## src/rtl/fetch_decode_stage.sv

```systemverilog
// Instruction fetch and IF/ID pipeline register for the MiniMIPS core.
// Drives a synchronous-read instruction memory and registers the decoded fields of each returned word.
module fetch_decode_stage #(
    parameter int              PC_W     = 32,
    parameter logic [PC_W-1:0] RESET_PC = '0
) (
    input  logic            clk,
    input  logic            reset,
    output logic [PC_W-1:0] imem_addr,
    input  logic [15:0]     imem_rdata,
    input  logic            stall,
    input  logic            redirect_valid,
    input  logic [PC_W-1:0] redirect_pc,
    output logic            out_valid,
    output logic [PC_W-1:0] out_pc,
    output logic [3:0]      opcode,
    output logic [2:0]      rs,
    output logic [2:0]      rt,
    output logic [2:0]      rd,
    output logic [2:0]      funct,
    output logic [5:0]      imm6,
    output logic            is_rtype
);

    localparam logic [PC_W-1:0] PC_ONE = PC_W'(1);

    logic [PC_W-1:0] fetch_pc_reg;
    logic [PC_W-1:0] req_pc_reg;
    logic            req_valid_reg;

    // imem_rdata always reflects mem[req_pc_reg]; presenting req_pc_reg during a stall re-reads it.
    always_comb begin
        imem_addr = fetch_pc_reg;
        if (reset)
            imem_addr = RESET_PC;
        else if (redirect_valid)
            imem_addr = redirect_pc;
        else if (stall)
            imem_addr = req_pc_reg;
    end

    always_ff @(posedge clk) begin
        if (reset) begin
            fetch_pc_reg  <= RESET_PC;
            req_pc_reg    <= RESET_PC;
            req_valid_reg <= 1'b0;
            out_valid     <= 1'b0;
            out_pc        <= '0;
            opcode        <= '0;
            rs            <= '0;
            rt            <= '0;
            rd            <= '0;
            funct         <= '0;
            imm6          <= '0;
            is_rtype      <= 1'b0;
        end else if (redirect_valid) begin
            // Flush the wrong-path word; decoded fields hold but are marked invalid.
            req_pc_reg    <= redirect_pc;
            req_valid_reg <= 1'b1;
            fetch_pc_reg  <= redirect_pc + PC_ONE;
            out_valid     <= 1'b0;
        end else if (!stall) begin
            out_valid     <= req_valid_reg;
            out_pc        <= req_pc_reg;
            opcode        <= imem_rdata[15:12];
            rs            <= imem_rdata[11:9];
            rt            <= imem_rdata[8:6];
            rd            <= imem_rdata[5:3];
            funct         <= imem_rdata[2:0];
            imm6          <= imem_rdata[5:0];
            is_rtype      <= (imem_rdata[15:12] == 4'b0000);
            req_pc_reg    <= fetch_pc_reg;
            req_valid_reg <= 1'b1;
            fetch_pc_reg  <= fetch_pc_reg + PC_ONE;
        end
    end

endmodule

```

## config.mk

```make
export PLATFORM = sky130hd
export DESIGN_NAME = fetch_decode_stage
export DESIGN_NICKNAME = d
export VERILOG_FILES = /design/src/rtl/fetch_decode_stage.sv
export SDC_FILE = /design/constraint.sdc
export NUM_CORES = 1
export LEC_CHECK = 0
export CAP_MARGIN = 0
export CORE_MARGIN = 3
export CORE_UTILIZATION = 50
export DETAILED_ROUTE_END_ITERATION = 8
export PLACE_DENSITY = 0.79
export SKIP_CTS_REPAIR_TIMING = 1
export SLEW_MARGIN = 20
export SYNTH_ARGS = -nofsm -noshare
export SYNTH_HDL_FRONTEND = slang
export SYNTH_SLANG_ARGS = --single-unit
```

## constraint.sdc

```tcl
create_clock -name clk -period 4.8 [get_ports clk]
set_input_delay 0.96 -clock clk [delete_from_list [all_inputs] [get_ports clk]]
set_output_delay 0.96 -clock clk [all_outputs]
set_load 0.005 [all_outputs]
```

==> summary.txt <==
post-DR wirelength/cell = 16.23 um
I/O pins = 140
CP Max Fanout = 64
Max-cap violations = 0
reg-to-reg endpoint = fetch_pc_reg[24]
CP Launch Type = primary input
RSZ-0062 raised after global routing = false
largest cells by area after synthesis = dfxtp_1, nand2_1, a21oi_1, mux2i_1, nor2_1
first-pass GRT wire length = 26850 um
Clock power frac = 0.485
final core occ = 0.7059
most frequent cell after synthesis = nand2_1
Synth Area in Adders = 0.002160
fraction of layout cells with a size suffix above 1 = 0.06481
largest net degree at the start of global routing = 85
Fin Hold WS = 0.4495 ns
Synth Area in Compound Gates = 0.1546
Max-Slew Margin vs Limit = 0.3590
ANT nets after route = 0
number of synthesized flops with an enable pin = 0
1st-pass router iterations = 5
Setup TNS = 0 ns
VDD IR max = 0.3032 mV
critical path class = in -> out
row count = 38
DRC violations left = 0
FF-to-FF Start = fetch_pc_reg[0]
power share of the sequential group = 0.391
library cells used by synthesis = 46
nets@finish = 905
Synth Register Bits = 115
global-route usage over all layers = 0.2565
diode count = 0
hold path startpoint = req_pc_reg[25]
latest clock arrival within the worst-skew pair = 0.41 ns
worst slew pin tran = 0.9615 ns
area leader, netlist = dfxtp_1
CP arrival = 2.75 ns
cell area after layout = 0.007820 mm^2
Net Sw Frac = 0.2397
Psw = 641.5 uW
Reg clk slew, reported paths = 0.05 ns
asr flop ratio synth = 0
Routed WL = 16290 um
CP endpoint kind = output port
Hold Path End = out_pc[25]
cell area after synthesis = 0.005793 mm^2
main combinational cell family by area after synthesis = simple AND/OR/NAND/NOR gates
outcome = finished, final reports clean
Post-DP Area = 0.007209 mm^2
period utilisation layout = 0.7730
skew final = 0.007337 ns
die area = 0.01291 mm^2
Comb power frac = 0.124
H-tree levels = 4
initial DRC count = 379
global route overflow = 0
DIE HEIGHT = 113.6 um
Synth Net Count = 791
Max Buffers Root-to-Sink = 2
HPWL after DPL = 11280 um
fillers = 903
pwr dens = 342.3 mW/mm^2
layout overhead on the synthesized area = 34.99%
total power = 2.677 mW
worst reg-to-reg setup slack = 2.17 ns
port buffer count = 139
Worst Hold Class = reg -> reg
clock sinks = 115
Top FF cell, synth = dfxtp_1
P_leak = 2.832 nW
Pint = 2.035 mW
post-synthesis mux area share = 0.06803
CTS tree = built
vias per cell = 5.725
Post-Synth Simple-Gate Area = 0.2553
Mapped Cells = 738
vias in the first global route = 5590
Root Buffer = clkbuf_16
Die Span X = 113.6 um
vias = 5748
Max Slew Vio Count = 0
initial antenna violation count = 0
sequential area share after synthesis = 0.3974
commonest cells in the synthesized netlist = nand2_1, dfxtp_1, nor2_1, a21oi_1
gpl congestion = 0.9145
WHS Path Cells = 2
TritonCTS buffer count = 17
XOR/XNOR share of the synthesized area = 0.07862
Mean Syn Cell Area = 7.850 um^2
FF-to-FF path depth = 8
data required time of the critical path = 3.84 ns
Ys Warns = 0
share of the synthesized area in the top cell type = 0.3974
core area = 0.01108 mm^2
starting density of the core = 0.5229
final-report hold violation count = 0
crit path time final = 3.710 ns
final setup fails = 0
FMAX = 269.5 MHz
-- critical path, cell delays in order --
cell             delay [ns]
buf_4                  0.48
buf_4                  0.46
a21oi_1                0.12
nor2_1                 0.15
clkdlybuf4s50_1        0.53
-- layer usage --
layer,track usage,part of all wire,vias to the layer above,routed length (um)
met1,0.3094,0.42,2718,6889
met2,0.4260,0.48,194,7894
met5,0,0,-,0
li1,-,-,2800,-
met3,0.06472,0.063,36,1030
met4,0.1250,0.029,0,478
-- power groups by stage --
stage / clock (mW) / combinational, mW / sequential (mW)
detailed placement: 0 / 0.331 / 1.07
finish: 1.30 / 0.333 / 1.05
CTS: 1.31 / 0.335 / 1.05
floorplan: 0 / 0.179 / 1.06
global route: 1.36 / 0.367 / 1.05
global placement: 0 / 0.324 / 1.06
-- worst max-delay path by stage --
| stage | from | to | slack, ns |
|---|---|---|---|
| finish | redirect_valid | imem_addr[24] | 1.09 |
| detailed placement | redirect_valid | fetch_pc_reg[20] | 1.00 |
| floorplan | redirect_valid | fetch_pc_reg[20] | 0.76 |
| global route | redirect_valid | imem_addr[11] | 0.94 |
| global placement | redirect_valid | fetch_pc_reg[24] | 1.08 |
| CTS | redirect_valid | imem_addr[25] | 1.10 |
-- logic make-up (layout without fill, tap and decap cells) --
| kind of cell | count (synthesis) | count (layout) |
|---|---|---|
| compound gates | 150 | 150 |
| xor+xnor | 52 | 52 |
| fa+ha+maj | 1 | 1 |
| buf+inv | 58 | 184 |
| flops | 115 | 115 |
| mux | 39 | 39 |
| simple gates | 323 | 323 |
-- cell type report --
type / count / area, um^2 / area share
Sequential cell: 115 / 2302 / 0.2944
Inverter: 3 / 11.26 / 0.001440
Tap cell: 140 / 175.2 / 0.02240
Clock inverter: 10 / 130.1 / 0.01664
Multi-Input combinational cell: 565 / 3244 / 0.4149
Timing Repair Buffer: 150 / 1476 / 0.1888
Clock buffer: 21 / 480.5 / 0.06144
-- cells in the final DEF, fill, tap and decap left out, types with 6 or more instances in the layout --
| cell | synthesis | routed |
|---|---|---|
| clkbuf_16 | 0 | 17 |
| xnor2_1 | 38 | 38 |
| mux2i_1 | 36 | 36 |
| o22ai_1 | 12 | 12 |
| nor2_1 | 94 | 93 |
| nand4b_1 | 6 | 6 |
| a211oi_1 | 16 | 16 |
| o21a_1 | 6 | 6 |
| a21oi_1 | 90 | 90 |
| buf_4 | 6 | 12 |
| xor2_1 | 14 | 14 |
| dfxtp_1 | 115 | 115 |
| nand2_1 | 130 | 130 |
| nand3_1 | 25 | 25 |
| clkdlybuf4s50_1 | 0 | 136 |
| nand4_1 | 9 | 9 |
| nor3_1 | 21 | 21 |
| nand3b_1 | 16 | 16 |
-- stage by stage --
stage                     setup slack, ns  cells
after floorplan                    0.7577    738
after CTS                           1.104   1004
final                               1.090   1004
after detailed placement            1.004    973
after global routing               0.9374   1004
after global placement              1.083    973
Note: power is estimated with default switching activity, not from simulation.
